===== src/rtl/spi_arbiter.sv =====
// spi_arbiter: round-robin arbiter that shares one word-level spi_controller
// among several clients, routes each response word back to its owner, and
// recovers from a controller that never answers by way of a per-transaction
// timeout.
module spi_arbiter #(
    parameter int NUM_REQUESTERS          = 4,
    parameter int TRANSACTION_LENGTH_BITS = 8,
    parameter int TIMEOUT_CYCLES          = 4096
) (
    input  logic                                               clk,
    input  logic                                               rst,
    input  logic [NUM_REQUESTERS-1:0]                          req_axiiv,
    input  logic [NUM_REQUESTERS*TRANSACTION_LENGTH_BITS-1:0]  req_axiid,
    output logic [NUM_REQUESTERS-1:0]                          req_accept,
    output logic [NUM_REQUESTERS-1:0]                          req_axiov,
    output logic [TRANSACTION_LENGTH_BITS-1:0]                 req_axiod,
    output logic [NUM_REQUESTERS-1:0]                          timeout_err,
    output logic                                               busy,
    output logic [$clog2(NUM_REQUESTERS)-1:0]                  owner,
    output logic                                               spi_axiiv,
    output logic [TRANSACTION_LENGTH_BITS-1:0]                 spi_axiid,
    input  logic                                               spi_axiready,
    input  logic                                               spi_axiov,
    input  logic [TRANSACTION_LENGTH_BITS-1:0]                 spi_axiod
);

    localparam int PTR_W   = $clog2(NUM_REQUESTERS);
    localparam int W       = TRANSACTION_LENGTH_BITS;
    localparam int TIMER_W = $clog2(TIMEOUT_CYCLES + 1);

    localparam logic [1:0] IDLE      = 2'd0;
    localparam logic [1:0] ISSUE     = 2'd1;
    localparam logic [1:0] WAIT_RESP = 2'd2;
    localparam logic [1:0] DRAIN     = 2'd3;

    logic [1:0]         state;
    logic [PTR_W-1:0]   rr_ptr;
    logic [TIMER_W-1:0] timer;

    logic               found;
    logic [PTR_W-1:0]   winner;
    logic [PTR_W:0]     idx;
    logic [PTR_W-1:0]   next_ptr;
    logic [W-1:0]       winner_word;

    // Search upward from rr_ptr, wrapping, for the first client with a request.
    always_comb begin
        found  = 1'b0;
        winner = '0;
        idx    = '0;
        for (int i = 0; i < NUM_REQUESTERS; i++) begin
            idx = {1'b0, rr_ptr} + (PTR_W+1)'(i);
            if (idx >= (PTR_W+1)'(NUM_REQUESTERS)) begin
                idx = idx - (PTR_W+1)'(NUM_REQUESTERS);
            end
            if (!found && req_axiiv[idx[PTR_W-1:0]]) begin
                found  = 1'b1;
                winner = idx[PTR_W-1:0];
            end
        end
    end

    assign winner_word = req_axiid[winner*W +: W];
    assign next_ptr    = (owner == PTR_W'(NUM_REQUESTERS - 1)) ? '0 : owner + PTR_W'(1);

    // Transaction sequencer: grant, issue one word, await response or timeout, drain.
    always_ff @(posedge clk) begin
        if (rst) begin
            state       <= IDLE;
            rr_ptr      <= '0;
            owner       <= '0;
            timer       <= '0;
            req_accept  <= '0;
            req_axiov   <= '0;
            req_axiod   <= '0;
            timeout_err <= '0;
            busy        <= 1'b0;
            spi_axiiv   <= 1'b0;
            spi_axiid   <= '0;
        end else begin
            req_accept  <= '0;
            req_axiov   <= '0;
            timeout_err <= '0;
            case (state)
                IDLE: begin
                    if (spi_axiready && found) begin
                        owner      <= winner;
                        spi_axiid  <= winner_word;
                        req_accept <= NUM_REQUESTERS'(1) << winner;
                        spi_axiiv  <= 1'b1;
                        busy       <= 1'b1;
                        state      <= ISSUE;
                    end
                end
                ISSUE: begin
                    spi_axiiv <= 1'b0;
                    timer     <= '0;
                    state     <= WAIT_RESP;
                end
                WAIT_RESP: begin
                    if (spi_axiov) begin
                        req_axiod <= spi_axiod;
                        req_axiov <= NUM_REQUESTERS'(1) << owner;
                        rr_ptr    <= next_ptr;
                        state     <= DRAIN;
                    end else if (timer == TIMER_W'(TIMEOUT_CYCLES - 1)) begin
                        timeout_err <= NUM_REQUESTERS'(1) << owner;
                        rr_ptr      <= next_ptr;
                        state       <= DRAIN;
                    end else begin
                        timer <= timer + TIMER_W'(1);
                    end
                end
                DRAIN: begin
                    if (spi_axiready) begin
                        busy  <= 1'b0;
                        state <= IDLE;
                    end
                end
                default: begin
                    spi_axiiv <= 1'b0;
                    busy      <= 1'b0;
                    state     <= IDLE;
                end
            endcase
        end
    end

endmodule


===== config.mk =====
export PLATFORM = sky130hd
export DESIGN_NAME = spi_arbiter
export DESIGN_NICKNAME = d
export VERILOG_FILES = /design/src/rtl/spi_arbiter.sv
export SDC_FILE = /design/constraint.sdc
export NUM_CORES = 1
export LEC_CHECK = 0
export BUFFER_PORTS_ARGS = -buffer_cell sky130_fd_sc_hd__buf_4
export CAP_MARGIN = 20
export CORE_ASPECT_RATIO = 1.5
export CORE_UTILIZATION = 50
export DETAILED_ROUTE_END_ITERATION = 6
export GPL_TIMING_DRIVEN = 0
export PLACE_DENSITY = 0.76
export SLEW_MARGIN = 0
export SYNTH_ARGS = -nofsm -noshare
export SYNTH_HDL_FRONTEND = slang
export SYNTH_SLANG_ARGS = --single-unit

===== constraint.sdc =====
create_clock -name clk -period 2 [get_ports clk]
set_input_delay 0.2 -clock clk [delete_from_list [all_inputs] [get_ports clk]]
set_output_delay 0.2 -clock clk [all_outputs]
set_load 0.1 [all_outputs]

==> Yosys cells after proc, flatten, opt, wreduce, memory -nomap -nowiden <==
Index checks and enable logic that the tools add are counted.
{ "totals": {"ff_bits": 49, "input_bits": 48, "wordCells": 103} }
{ "classes": {"addsub": 9, "magnitude_cmp": 8, "n_eq_ne": 10, "n_shift": 3, "n_mux": 35, "n_bitwise": 5, "n_reduce_logical": 22} }
{ "op_table": {"columns": ["operator", "count"], "rows": [
  ["$shiftx 32x6->8", 1],
  ["$mux 2", 15],
  ["$mux 13", 2],
  ["$pmux 13 s2", 1],
  ["$add 13x1->13 const B", 1],
  ["$eq 13x12->1 const B", 1],
  ["$lt 2x3->1 const B", 4],
  ["$mux 1", 10],
  ["$ge 3x3->1 const B", 3],
  ["$reduce_and 3->1", 3],
  ["$bmux 1 s2", 4],
  ["$ne 2x2->1 const B", 4],
  ["$pmux 2 s4", 1],
  ["$reduce_and 2->1", 4],
  ["$reduce_bool 2->1", 4],
  ["$shl 1x2->4 const A", 2],
  ["$sub 2x1->2 const B", 4],
  ["$add 2x2->3 const B", 2],
  ["$eq 2x2->1 const B", 3],
  ["$reduce_or 3->1", 2],
  ["$not 1->1", 5],
  ["$logic_and 1x1->1", 4],
  ["$pmux 1 s2", 2],
  ["$reduce_or 4->1", 1],
  ["7 further kinds", 9]
]} }

==> Depth between registers and ports, before layout <==
Gate-level depths: netlist of the first run.
{ "depth": {"word_depth": 17, "depth_mapped": 7, "mapped_depth_nobuf": 6} }

==> Least setup slack after synthesis of the first run <==
OpenSTA, ideal clock, no wires.
{ "synth_timing": {"kind": "reg2reg", "start": "register owner[0]", "end": "register rr_ptr[1]", "setup_ps": 128, "t_arrival_ps": 1621, "required_time_ps": 1872, "slack_ps": 251, "stages_incl_launch_ff": 5, "cell_sequence": "dfxtp_1 > inv_1 > ha_1 > mux2i_1 > nor2_1"} }
{ "synth_via": {"elab_chain_cells": 4} }
{ "synth_lines": {"columns": ["element", "line_no", "text"], "rows": [
  ["start, declared", "19", "output logic [$clog2(NUM_REQUESTERS)-1:0] owner,"],
  ["start signal, assigned", "87", "owner <= winner;"],
  ["$add 2x1->2 or $eq 2x2->1 (tied branches)", "64", "assign next_ptr = (owner == PTR_W'(NUM_REQUESTERS - 1)) ? '0 : owner + PTR_W'(1);"],
  ["$mux 2 *", "64", null],
  ["named net next_ptr[1]", "43", "logic [PTR_W-1:0] next_ptr;"],
  ["$mux 2", "106", "end else if (timer == TIMER_W'(TIMEOUT_CYCLES - 1)) begin"],
  ["$mux 2 *", "101", "if (spi_axiov) begin"],
  ["end signal, assigned", "104", "rr_ptr <= next_ptr;"],
  ["end signal, assigned", "108", "rr_ptr <= next_ptr;"],
  ["end, declared", "37", "logic [PTR_W-1:0] rr_ptr;"]
]} }
Mark *: on every way through the listed nets, which the timed path passes. The rest lies on a longest branch. The select of a mux whose other input is x is not followed.
A chain may end at the register's enable or synchronous reset.

==> Final worst setup path of the first run <==
{ "layout_timing": {"start": "register timer[0]", "end": "register timer[1]"} }
{ "layout_via": {"elab_chain_cells": 4} }
{ "layout_lines": {"columns": ["element", "line_no", "text"], "rows": [
  ["start, declared", "38", "logic [TIMER_W-1:0] timer;"],
  ["start signal, assigned", "111", "timer <= timer + TIMER_W'(1);"],
  ["$add 13x1->13", "111", null],
  ["$mux 13", "106", null],
  ["$mux 13", "101", null],
  ["$pmux 13 s2", "84", "case (state)"]
]} }
Parallel ways exist; a longest one is shown, timed or not. The select of a mux whose other input is x is not followed.

==> out/qor_table.md, run 1 <==
| Parameter | This run |
|:---|:---|
| Proportion of netlist area held by the largest area contributor | 41.7% |
| Remaining antenna violation count | 0 |
| PwrDens | 1080 nW/um2 |
| Post-synth top cells | 49 x sky130_fd_sc_hd__dfxtp_1, 30 x sky130_fd_sc_hd__nand2_1, 23 x sky130_fd_sc_hd__a21oi_1, 21 x sky130_fd_sc_hd__nor2_1, 19 x sky130_fd_sc_hd__mux2i_1 |
| Layout fillers | 397 |
| Vias in the first global route | 2138 |
| Post-route clock skew | 0.00594 ns |
| Number of endpoints failing setup at the final stage | 0 |
| Data arrival time of the worst path | 2.07 ns |
| Total of buffers placed on input and output ports | 78 |
| CP bufs+invs | 1 |
| P_sw | 1.55 mW |
| Number of buffers added by the clock tree synthesis step | 5 |
| Flop pwr share | 34.5% |
| Count of max-cap constraint violations | 0 |
| Type of destination of the critical path | flip-flop |
| Portion of total power attributed to combinational logic | 47.3% |
| Iteration-0 DRC count of the detailed router | 74 |
| First-pass GRT wire length | 9810 um |
| Fmax | 547 MHz |
| Cell chain of the critical path | ha_1, and3_1, and4_1, buf_4, nor2_4, or3b_1, a21oi_1 |
| Violations in the final reports | design-rule violations |
| Cells taking the most area after synthesis | sky130_fd_sc_hd__dfxtp_1 42%, sky130_fd_sc_hd__mux2i_1 8.1%, sky130_fd_sc_hd__ha_1 5.3%, sky130_fd_sc_hd__o221ai_2 5.1%, sky130_fd_sc_hd__a21oi_1 4.9% |
| Internal portion of total power | 1.82 mW |
| Routed wire length | 5890 um |
| Antenna cells | 0 |
| Fraction of power consumed by the clock network | 18.2% |
| Synthesized net count | 321 |
| Leftover overflow at the end of global routing | 0 |
| Cell type of the slowest stage on the worst timing path | sky130_fd_sc_hd__dfxtp_2 |
| Number of synthesized flops with an enable pin | 0 |
| Horizontal die dimension | 58.0 um |
| Type of the worst setup path | flip-flop to flip-flop |
| Critical path's top delay family | simple AND/OR/NAND/NOR gates |
| Unique cell type count in the Yosys netlist | 45 |
| Final critical-path required period | 1.83 ns |
| Avg Inst Size Synth | 8.93 um2 |
| Number of clock sinks | 49 |
| Worst Setup Start Kind | flip-flop |
| Final weighted congestion in routability-driven placement | 0.793 |
| Vias per inst | 5.57 |
| Share of synthesized flip-flops with an asynchronous set or reset | 0% |
| Yosys Warn Count | 0 |
| Total die area | 4980 um2 |
| Top-count cell post-synth | sky130_fd_sc_hd__dfxtp_1 |
| Fraction of the yosys area taken by sequential cells | 41.7% |
| Initial Util | 52.2% |
| I/O pin cnt | 80 |
| Worst hold path type | primary input to flip-flop |
| Buffer type at the clock tree root | sky130_fd_sc_hd__clkbuf_8 |
| Maximum resistive drop on vdd | 0.604 mV |
| Maximum buffer depth of the clock tree | 2 |
| Number of levels the H-tree was split into | 2 |
| Via count of the routed design | 2229 |
| Number of hold violations in the final report | 0 |
| Final net count | 409 |
| Synthesis-to-layout area growth | 33.1% |
| Clock-pin slew on the worst setup and hold paths | 0.10 ns |
| Required time reported for the critical path endpoint | 2.24 ns |
| Slowest cell delay on critical path | 0.38 ns |
| Placement Rows | 30 |
| Global-route total usage across every layer | 25.2% |
| Leading area contributor after synthesis | sky130_fd_sc_hd__dfxtp_1 |
| Final Max Tran Viols | 0 |
| Unrepaired setup endpoints after global routing | true |
| Worst slew margin relative to its limit | 50.5% |
| First-pass iteration count of the detailed router | 7 |
| Number of antenna violations at the first check in global routing | 0 |
| Post-synthesis instance area | 2350 um2 |
| Post-synthesis instance total | 263 |
| Switching share of power | 46.0% |
| DRC violation count after routing | 9 |
| Hold Buf Count CTS | 0 |
| Ys flop type | sky130_fd_sc_hd__dfxtp_1 |
| Post-detail-place hpwl | 4480 um |
| Status | complete, but fails checks |
| Largest net degree at the start of global routing | 18 |
| Final standard cell utilization of the core | 69.4% |
| Leakage power of the design | 1.31 nW |
| Clock latency on the worst-skew pair | 0.31 ns |
| Yosys reg bits | 49 |
| Fraction of final layout cells sized beyond drive strength 1 | 31.0% |
| Die Span Y | 86.0 um |
| Area of the placeable core | 4500 um2 |
| CTS tree | done |
| Actual transition at the worst max-transition pin | 0.740 ns |
| Period utilisation layout | 91.4% |
| CP Max Fanout | 10 |
| Setup TNS after final layout | 0 ns |
| Final routed wire length divided by cell count | 14.7 um |
state kept, by name (all words and copies together), names as in the netlist:
| signal | cells |
|---|---|
| spi_axiid | 8 |
| req_axiov | 4 |
| owner | 2 |
| spi_axiiv | 1 |
| timeout_err | 4 |
| req_accept | 4 |
| timer | 13 |
| req_axiod | 8 |
| rr_ptr | 2 |
| busy | 1 |
| state | 2 |
stage by stage:
step                cells  power [mW]  setup slack [ns]  hold slack (ns)  instance area (um2)
floorplan             263        2.34             0.251            0.348                 2350
global placement      389        2.69             0.133            0.427                 3000
detailed placement    389        2.71            0.0971            0.434                 3000
CTS                   397        3.32            0.0796            0.139                 3090
global route          400        3.58           -0.0247            0.139                 3130
finish                400        3.38             0.172            0.139                 3130
cells by family after synthesis:
| kind of cell | share of synthesized area [%] |
|---|---|
| XOR/XNOR | 0.746 |
| adder cells (fa/ha/maj) | 5.32 |
| AO/OA/AOI/OAI | 16.6 |
| AND/OR/NAND/NOR | 24.1 |
| flip-flops | 41.7 |
| buffers and inverters | 3.41 |
| multiplexers | 8.09 |
tightest hold or removal path: stages:
cell and delay [ns]:
sky130_fd_sc_hd__buf_4 0.11, sky130_fd_sc_hd__nand3_1 0.05, sky130_fd_sc_hd__a21oi_1 0.05
placed cells by master, fill, tap and decap left out, types with 2 or more instances in the layout:
cell type,count
sky130_fd_sc_hd__or3_1,2
sky130_fd_sc_hd__and3_1,3
sky130_fd_sc_hd__nor2b_1,6
sky130_fd_sc_hd__mux2i_1,19
sky130_fd_sc_hd__o21ai_0,2
sky130_fd_sc_hd__dfxtp_1,48
sky130_fd_sc_hd__nand3_1,14
sky130_fd_sc_hd__a21oi_1,23
sky130_fd_sc_hd__o221ai_2,8
sky130_fd_sc_hd__clkbuf_8,5
sky130_fd_sc_hd__inv_1,6
sky130_fd_sc_hd__or4_1,2
sky130_fd_sc_hd__inv_6,2
sky130_fd_sc_hd__o21ai_1,5
sky130_fd_sc_hd__nor2_1,21
sky130_fd_sc_hd__clkbuf_1,7
sky130_fd_sc_hd__a31oi_1,3
sky130_fd_sc_hd__and2_1,7
sky130_fd_sc_hd__clkbuf_2,2
sky130_fd_sc_hd__a211oi_1,3
sky130_fd_sc_hd__xor2_1,2
sky130_fd_sc_hd__nand2_1,30
sky130_fd_sc_hd__nand4_1,2
sky130_fd_sc_hd__buf_4,83
sky130_fd_sc_hd__ha_1,10
sky130_fd_sc_hd__nor4_1,2
sky130_fd_sc_hd__nor3_1,9
sky130_fd_sc_hd__nor3b_1,4
per-layer routing:
metal	GRT usage [%]	share of wire (%)	vias up
met5	0	0	-
met4	8.44	1.6	0
met3	4.68	5.1	9
met2	47.4	55	59
met1	27.4	38	1046
li1	-	-	1115
worst paths after layout:
check                from      endpoint  slack, ns  depth (start not counted)
min reg2reg     timer[12]     timer[12]       0.45                          1
min          spi_axiod[3]  req_axiod[3]       0.14                          3
max reg2reg      timer[0]      timer[1]       0.17                          7
max              timer[0]      timer[1]       0.17                          7
what timing repair did:
action | in CTS | in global routing
hold endpoints to repair | 0 | 0
resized for setup | 0 | 6
endpoints found under the setup margin | 0 | 29
setup buffers | 0 | 3
cell type report:
class / count / area (um2) / share of cell area, %
timing repair buffer: 81 / 608 / 19.4
buffer: 12 / 56.3 / 1.80
clock buffer: 5 / 68.8 / 2.20
tap: 48 / 60.1 / 1.92
sequential: 49 / 982 / 31.4
multi-input combinational: 195 / 1300 / 41.6
clock inverter: 3 / 25.0 / 0.800
inverter: 7 / 26.3 / 0.840
power by group through the flow:
stage / combinational, mW / clock (mW) / sequential (mW)
floorplan: 0.585 / 0 / 1.75
global placement: 1.51 / 0 / 1.18
detailed placement: 1.52 / 0 / 1.19
CTS: 1.52 / 0.631 / 1.16
global route: 1.73 / 0.670 / 1.18
finish: 1.60 / 0.616 / 1.16
No activity file was read; power rests on OpenSTA's default activity.
==> run 2, diff against run 1 <==
--- a/config.mk
+++ b/config.mk
@@ -6,7 +6,6 @@
 export NUM_CORES = 1
 export LEC_CHECK = 0
 export BUFFER_PORTS_ARGS = -buffer_cell sky130_fd_sc_hd__buf_4
-export CAP_MARGIN = 20
 export CORE_ASPECT_RATIO = 1.5
 export CORE_UTILIZATION = 50
 export DETAILED_ROUTE_END_ITERATION = 6
==> constraint.sdc (replaced) <==
create_clock -name clk -period 1.9 [get_ports clk]
set_input_delay 0.19 -clock clk [delete_from_list [all_inputs] [get_ports clk]]
set_output_delay 0.19 -clock clk [all_outputs]
set_load 0.1 [all_outputs]
==> out/qor_table.md, run 2 (synthesis results as in run 1) <==
| Parameter | This run |
|:---|:---|
| Largest net degree at the start of global routing | 18 |
| Area of the placeable core | 4500 um2 |
| Register name with the most flops | timer |
| Required time reported for the critical path endpoint | 2.12 ns |
| Hold Crit Start | spi_axiod[3] |
| DRC violation count after routing | 8 |
| Type of destination of the critical path | flip-flop |
| Post-route clock skew | 0.00608 ns |
| Number of cells after detailed placement | 389 |
| Total of buffers placed on input and output ports | 78 |
| Final Max Tran Viols | 0 |
| Actual transition at the worst max-transition pin | 0.739 ns |
| Data arrival time of the worst path | 2.02 ns |
| Via count of the routed design | 2237 |
| Synthesis-to-layout area growth | 34.3% |
| Worst slew margin relative to its limit | 50.5% |
| Largest register FFs | 13 |
| Fmax | 558 MHz |
| Period utilisation layout | 94.3% |
| Cells on worst reg2reg path | 7 |
| Count of max-cap constraint violations | 0 |
| Vias in the first global route | 2140 |
| CTS tree | done |
| Most frequent standard cell in the layout excluding fill and tap cells | sky130_fd_sc_hd__buf_4 |
| Regs by FF count | timer: 13 flops, req_axiod: 8 flops, spi_axiid: 8 flops |
| Post-detail-place hpwl | 4480 um |
| Maximum resistive drop on vdd | 0.636 mV |
| Final weighted congestion in routability-driven placement | 0.793 |
| Iteration-0 DRC count of the detailed router | 73 |
| Hold Buf Count CTS | 0 |
| Leakage power of the design | 1.31 nW |
| Type of the worst setup path | flip-flop to flip-flop |
| Number of levels the H-tree was split into | 2 |
| Worst hold path type | primary input to flip-flop |
| Final standard cell utilization of the core | 70.1% |
| Clock latency on the worst-skew pair | 0.31 ns |
| Fraction of power consumed by the clock network | 18.1% |
| Final routed wire length divided by cell count | 14.9 um |
| Remaining antenna violation count | 0 |
| Routed wire length | 5950 um |
| Startpoint of the lowest-slack register-to-register path | timer[0] |
| Switching share of power | 46.0% |
| Initial Util | 52.2% |
| Buffer type at the clock tree root | sky130_fd_sc_hd__clkbuf_8 |
| End point of the most critical hold path | req_axiod[3] |
| Post-layout instance count excluding filler cells | 399 |
| Placement Rows | 30 |
| Portion of total power attributed to combinational logic | 47.8% |
| Final net count | 408 |
| Capture point of the worst reg-to-reg path | timer[11] |
| Top library cells by usage in the layout, fill and taps aside | 83 x sky130_fd_sc_hd__buf_4, 47 x sky130_fd_sc_hd__dfxtp_1, 30 x sky130_fd_sc_hd__nand2_1 |
| Number of hold violations in the final report | 0 |
| P_sw | 1.65 mW |
| CP Max Fanout | 10 |
| Leftover overflow at the end of global routing | 0 |
| Vias per inst | 5.61 |
| PwrDens | 1140 nW/um2 |
| Internal portion of total power | 1.94 mW |
| First-pass iteration count of the detailed router | 7 |
| Horizontal die dimension | 58.0 um |
| Number of buffers added by the clock tree synthesis step | 5 |
| Cells on Worst Hold Path | 3 |
| Clock-pin slew on the worst setup and hold paths | 0.10 ns |
| Final critical-path required period | 1.79 ns |
| Antenna cells | 0 |
| Number of clock sinks | 49 |
| Status | complete, but fails checks |
| Reg-to-reg slack, setup | 0.11 ns |
| Maximum buffer depth of the clock tree | 2 |
| Global-route total usage across every layer | 25.2% |
| Fraction of final layout cells sized beyond drive strength 1 | 33.3% |
| First-pass GRT wire length | 9830 um |
| Flop pwr share | 34.2% |
| Number of antenna violations at the first check in global routing | 0 |
| Violations in the final reports | design-rule violations |
| Worst Setup Start Kind | flip-flop |
| Number of endpoints failing setup at the final stage | 0 |
| I/O pin cnt | 80 |
| Die Span Y | 86.0 um |
| Total die area | 4980 um2 |
-- run 2: power groups by stage --
stage	Combinational, mW	Clock [mW]	Sequential (mW)
after global placement	1.59	0	1.24
after global routing	1.85	0.706	1.24
after floorplan	0.616	0	1.84
after CTS	1.62	0.664	1.23
after detailed placement	1.60	0	1.25
final	1.72	0.649	1.23
-- run 2: area by class of cell --
type | instances | area [um2]
buffer | 11 | 53.8
multi-input combinational | 195 | 1330
timing repair buffer | 81 | 608
sequential | 49 | 986
clock inverter | 3 | 25.0
tap | 48 | 60.1
fill | 390 | 1350
clock buffer | 5 | 68.8
inverter | 7 | 26.3
-- run 2: metal layers --
metal	part of all wire [%]	global-route usage [%]	vias to the layer above
met3	4.9	4.68	7
met2	55	47.4	56
met4	1.4	8.44	0
li1	-	-	1118
met1	39	27.5	1056
met5	0	0	-
-- run 2: critical path, stage by stage (launching register included) --
cell                       delay, ns
sky130_fd_sc_hd__dfxtp_4        0.37
sky130_fd_sc_hd__ha_1           0.22
sky130_fd_sc_hd__and3_4         0.20
sky130_fd_sc_hd__and4_1         0.14
sky130_fd_sc_hd__buf_4          0.17
sky130_fd_sc_hd__nor2_4         0.22
sky130_fd_sc_hd__a41oi_1        0.15
sky130_fd_sc_hd__a211oi_1       0.24
-- run 2: through the flow --
step | setup slack, ns | hold WS [ns] | setup TNS, ns | area (um2) | power, mW
5_1_grt | -0.00188 | 0.129 | -0.00188 | 3160 | 3.80
3_5_place_dp | -0.00293 | 0.434 | -0.00390 | 3000 | 2.85
2_1_floorplan | 0.151 | 0.338 | 0 | 2350 | 2.46
6_report | 0.108 | 0.128 | 0 | 3160 | 3.59
4_1_cts | 0.00154 | 0.129 | 0 | 3100 | 3.51
3_3_place_gp | 0.0333 | 0.427 | 0 | 3000 | 2.83
-- run 2: how the worst max path moves through the flow --
stage | from | end | slack (ns) | cells after the start
2_1_floorplan | owner[0] | rr_ptr[1] | 0.15 | 4
3_3_place_gp | timer[0] | timer[3] | 0.03 | 6
3_5_place_dp | timer[0] | timer[11] | -0.003 | 6
4_1_cts | rr_ptr[0] | spi_axiid[3] | 0.002 | 6
5_1_grt | timer[0] | timer[11] | -0.002 | 7
6_report | timer[0] | timer[11] | 0.11 | 7
-- run 2: timing repair --
item	4_1_cts	5_1_grt
pin swaps	0	1
setup buffers	0	3
setup endpoints to repair	2	34
gates resized for setup	1	17
